## config.mk

```make
export PLATFORM = sky130hd
export DESIGN_NAME = vga_timing_gen
export DESIGN_NICKNAME = d
export VERILOG_FILES = /design/src/rtl/vga_timing_gen.sv
export SDC_FILE = /design/constraint.sdc
export NUM_CORES = 1
export LEC_CHECK = 0
export CORE_MARGIN = 2
export CORE_UTILIZATION = 30
export CTS_CLUSTER_SIZE = 10
export DETAILED_ROUTE_END_ITERATION = 7
export PLACE_DENSITY = 0.49
export SLEW_MARGIN = 20
export SYNTH_ARGS = -nofsm -noshare
export SYNTH_HDL_FRONTEND = slang
export SYNTH_SLANG_ARGS = --single-unit
```

## constraint.sdc

```tcl
create_clock -name CLK -period 2.15 [get_ports CLK]
set_input_delay 0.3225 -clock CLK [delete_from_list [all_inputs] [get_ports CLK]]
set_output_delay 0.3225 -clock CLK [all_outputs]
set_load 0.01 [all_outputs]
```

## src/rtl/vga_timing_gen.sv

```systemverilog
// vga_timing_gen: 640x480@60 Hz VGA raster timing generator.
// A divider turns the system clock into a pixel rate. Horizontal and vertical
// counters walk the raster. HS, VS and blanking are registered from the
// next-state counter values, so they line up with the coordinate outputs.
// Optional feature: define VGA_FRAME_CNT_EN to add the 16-bit oFrame_cnt output.

module vga_timing_gen #(
    parameter int CLK_DIV   = 2,
    parameter int H_VISIBLE = 640,
    parameter int H_FRONT   = 16,
    parameter int H_SYNC    = 96,
    parameter int H_BACK    = 48,
    parameter int V_VISIBLE = 480,
    parameter int V_FRONT   = 10,
    parameter int V_SYNC    = 2,
    parameter int V_BACK    = 33
) (
    input  logic        CLK,
    input  logic        RESETn,
    output logic [10:0] oCoord_X,
    output logic [10:0] oCoord_Y,
    output logic        oHS,
    output logic        oVS,
    output logic        oBLANK_n,
    output logic        oPixel_en,
`ifdef VGA_FRAME_CNT_EN
    output logic        oSOF,
    output logic [15:0] oFrame_cnt
`else
    output logic        oSOF
`endif
);

    localparam int H_TOTAL = H_VISIBLE + H_FRONT + H_SYNC + H_BACK;
    localparam int V_TOTAL = V_VISIBLE + V_FRONT + V_SYNC + V_BACK;
    localparam int DIV_W   = (CLK_DIV > 1) ? $clog2(CLK_DIV) : 1;

    localparam logic [DIV_W-1:0] DIV_LAST = DIV_W'(CLK_DIV - 1);
    localparam logic [10:0] H_LAST   = 11'(H_TOTAL - 1);
    localparam logic [10:0] V_LAST   = 11'(V_TOTAL - 1);
    localparam logic [10:0] H_VIS    = 11'(H_VISIBLE);
    localparam logic [10:0] V_VIS    = 11'(V_VISIBLE);
    localparam logic [10:0] HS_START = 11'(H_VISIBLE + H_FRONT);
    localparam logic [10:0] HS_END   = 11'(H_VISIBLE + H_FRONT + H_SYNC - 1);
    localparam logic [10:0] VS_START = 11'(V_VISIBLE + V_FRONT);
    localparam logic [10:0] VS_END   = 11'(V_VISIBLE + V_FRONT + V_SYNC - 1);

    logic [DIV_W-1:0] div_cnt, div_nxt;
    logic [10:0]      h_cnt, h_nxt;
    logic [10:0]      v_cnt, v_nxt;
    logic             pix_adv;
    logic             pen_nxt;
    logic             hs_q, vs_q, blank_q, pen_q, sof_q;

    // Next-state counters: the pixel advances when the divider hits its last
    // phase, and the line advances only on the horizontal wrap.
    always_comb begin
        pix_adv = (div_cnt == DIV_LAST);
        div_nxt = pix_adv ? '0 : div_cnt + DIV_W'(1);
        h_nxt   = h_cnt;
        v_nxt   = v_cnt;
        if (pix_adv) begin
            if (h_cnt == H_LAST) begin
                h_nxt = '0;
                v_nxt = (v_cnt == V_LAST) ? '0 : v_cnt + 11'd1;
            end else begin
                h_nxt = h_cnt + 11'd1;
            end
        end
        pen_nxt = (div_nxt == DIV_LAST);
    end

    // Counters and decoded outputs share one register stage so they stay cycle-aligned.
    always_ff @(posedge CLK or negedge RESETn) begin
        if (!RESETn) begin
            div_cnt <= '0;
            h_cnt   <= '0;
            v_cnt   <= '0;
            hs_q    <= 1'b1;
            vs_q    <= 1'b1;
            blank_q <= 1'b0;
            pen_q   <= 1'b0;
            sof_q   <= 1'b0;
        end else begin
            div_cnt <= div_nxt;
            h_cnt   <= h_nxt;
            v_cnt   <= v_nxt;
            hs_q    <= !((h_nxt >= HS_START) && (h_nxt <= HS_END));
            vs_q    <= !((v_nxt >= VS_START) && (v_nxt <= VS_END));
            blank_q <= (h_nxt < H_VIS) && (v_nxt < V_VIS);
            pen_q   <= pen_nxt;
            sof_q   <= pen_nxt && (h_nxt == H_LAST) && (v_nxt == V_LAST);
        end
    end

    assign oCoord_X  = h_cnt;
    assign oCoord_Y  = v_cnt;
    assign oHS       = hs_q;
    assign oVS       = vs_q;
    assign oBLANK_n  = blank_q;
    assign oPixel_en = pen_q;
    assign oSOF      = sof_q;

`ifdef VGA_FRAME_CNT_EN
    logic [15:0] frame_cnt;

    // Frame counter steps on the edge that closes each start-of-frame cycle.
    always_ff @(posedge CLK or negedge RESETn) begin
        if (!RESETn) begin
            frame_cnt <= '0;
        end else if (sof_q) begin
            frame_cnt <= frame_cnt + 16'd1;
        end
    end

    assign oFrame_cnt = frame_cnt;
`endif

endmodule

```

==> results.cfg <==
[pwr]
power_per_cell_area_nw_per_um2 = 372
power.leakage_nw = 0.995
ir_drop_mv = 0.188
power.total_uw = 824

[worst_setup_path]
cp_data_arrival_time_ns = 2.43
crit_required_ns = 2.35
worstReg2RegEnd = oVS
crit_path_start_kind = flip-flop
worstSetupStartpoint = oCoord_X[1]
worst_flop_to_flop_path_startpoint = oCoord_X[1]
crit_path_cell_trace = ha_2, and4_4, and3_4, nand4_4, xor2_1, or3b_4, or4b_1
reg2reg_depth = 7
max_stage_delay_ns = 0.52
critical_path.endpoint_type = flip-flop
worst-r2r-setup-slack_ns = -0.08
worst_setup_endpoint = oVS
timing_worst_setup_path_type = reg -> reg
path_max_fanout = 4
critical-path-slowest-cell = or4b_1

[synth]
syn_avg_cell_area_um2 = 9.73
netlist-cell-type-count = 38
postSynthNetCount = 154
ys.warnings.count = 0
dominantRegCellSynth = dfrtp_1
seq_area_frac_synth_pct = 46.8
syn-cell-area_um2 = 1450
yosys.area.top_type = dfrtp_1
synth_largest_type_area_fraction_pct = 43.1
synth_seq_cells = 27
synth-edff-count = 0
synth-async-reset-ratio_pct = 100
syn-instance-count = 149
synth.top_cells.by_area = dfrtp_1 (43%), xnor2_1 (4.8%), nand2_1 (4.1%)

[timing]
post_layout_min_period_ns = 2.23
fin_tns_setup_ns = -0.0753
achievable-frequency_ghz = 0.449
maxSlewHeadroom_pct = 69.1
max_slew.worst_pin.slew_ns = 0.458
grt_setup_unrepaired = yes
timing_max_transition_violations_final = 0
hold_violations = 0
setup_viol = 1
worst_slack_ns = -0.0753
fin_crit_sh_pct = 104
finClkSkew_ns = 0.00611

[place]
placement.io_buffers = 28
placedCellCount = 269
hpwl_um = 3130
gp_congestion = 0.931

[finish]
post_route_cells_drive_above_1_share_pct = 30.5
final_util_pct = 47.2
final_common_cell = buf_4
design.final.nets = 229
final_cell_mix = buf_4 (45), clkdlybuf4s50_1 (28), dfrtp_1 (24), nand2_1 (15)
post_layout_nonfiller_instances = 277
area.growth.synth_to_final_pct = 52.6
register_area_um2 = 679
area_occupied_by_multi_input_gates_um2 = 747
n_antenna_cell = 0
fillers = 455

[flow_run]
max_cap_viol_count = 0

[run_status]
failed_checks = setup timing
outcome = finished, violations left

[die]
fp-row-count = 25
floorplan.die_area_um2 = 5410
floorplan.die.height_um = 73.5
die_width_um = 73.5
initial_core_util_pct = 30.9
core_area_um2 = 4690
io_pins = 29

[clock_network]
htree_num_levels = 1
holdBufCountCts = 0
tritoncts = done
cts-root-buf = clkbuf_8
tritoncts.num_buffers = 3
cts-root-to-sink-buffers = 2
cts.sink_count = 27
path_clk_slew_ns = 0.10
insertion_delay_ns = 0.28

[route]
detail_route.iter0.violations = 116
detailedRoute.firstPassIterationCount = 4
wl_per_cell_um = 14.8
postRouteAntennaNets = 0
finalWirelength_um = 4090
vias = 1431
post_drt_via_cell_ratio = 5.17
route.detailed.drc = 0

[worst_hold_path]
class_of_the_tightest_hold_or_removal_check = in -> async

[global_route]
grt.total_usage_pct = 16.3
grt_overflow_total = 0
grt_max_degree = 28
grt_pass1_vias = 1438
grt_first_pass_wirelength_um = 6800
antenna_violations_before_repair = 0
critical path: cells and delay by family, from the launching register on:
| family | cells | cell delay [ns] |
|---|---|---|
| fa+ha+maj | 1 | 0.18 |
| flops | 1 | 0.37 |
| xor+xnor | 1 | 0.17 |
| simple gates | 5 | 1.42 |
Yosys cell counts, drive strengths merged (3+ instances only):
master  count
a21oi       3
a31oi       3
and4        3
buf         3
dfrtp      25
ha          3
inv        11
nand2      16
nand3       7
nand4       9
nor2       12
nor3        5
nor4        4
o211ai      3
o21ai       6
or3         4
xnor2       8
xor2        4
cell families after synthesis:
family / Yosys count / synth area share (%)
XOR/XNOR: 12 / 7.25
flip-flops: 27 / 46.8
adder cells (fa/ha/maj): 3 / 2.59
buffers and inverters: 15 / 5.00
AND/OR/NAND/NOR: 71 / 28.3
multiplexers: 3 / 2.24
AO/OA/AOI/OAI: 18 / 7.85
layer usage:
metal / vias up / share of wire, % / track usage (%)
li1: 684 / - / -
met4: 0 / 1.8 / 5.66
met3: 8 / 3.6 / 2.19
met2: 43 / 50 / 27.9
met5: - / 0 / 0
met1: 696 / 45 / 20.9
power by group:
group / switching (mW) / internal, mW / total [mW] / leakage (nW)
clock: 0.172 / 0.132 / 0.304 / 0.0217
combinational: 0.0101 / 0.00278 / 0.0129 / 0.624
sequential: 0 / 0.508 / 0.508 / 0.349
total: 0.182 / 0.642 / 0.824 / 0.995
how the worst min path moves through the flow:
stage	end	depth (start not counted)	slack (ns)	start
after global routing	oCoord_Y[3]	2	0.45	RESETn
after floorplan	oBLANK_n	0	0.03	RESETn
after global placement	oCoord_X[2]	2	0.60	oCoord_X[2]
after detailed placement	oCoord_X[2]	2	0.60	oCoord_X[2]
final	oCoord_Y[5]	2	0.42	RESETn
after CTS	oCoord_Y[5]	2	0.44	RESETn
metrics by stage:
step           instance area [um2]  setup slack, ns  hold slack, ns
5_1_grt                       2210           -0.162           0.446
3_3_place_gp                  2090          -0.0155           0.596
3_5_place_dp                  2090          -0.0846           0.596
4_1_cts                       2150          -0.0642           0.437
6_report                      2210          -0.0753           0.419
2_1_floorplan                 1460           -0.222          0.0269
cell type report:
class / instances / share of cell area [%]
Sequential cell: 27 / 30.7
Tap cell: 54 / 3.05
Timing Repair Buffer: 74 / 28.4
Multi-Input combinational cell: 107 / 33.7
Clock inverter: 1 / 0.339
Clock buffer: 3 / 1.87
Inverter: 11 / 1.87
repair_timing:
item,in CTS,in global routing
setup buffers,1,3
setup endpoints to repair,1,3
pin swaps,2,5
resized for setup,2,8
flip-flops by register name, indices dropped and copies added, names as in the netlist:
name       count
oBLANK_n       1
oVS            1
oHS            1
oSOF           1
oPixel_en      1
oCoord_X      11
oCoord_Y      11
Power figures use the tool's default switching activity.
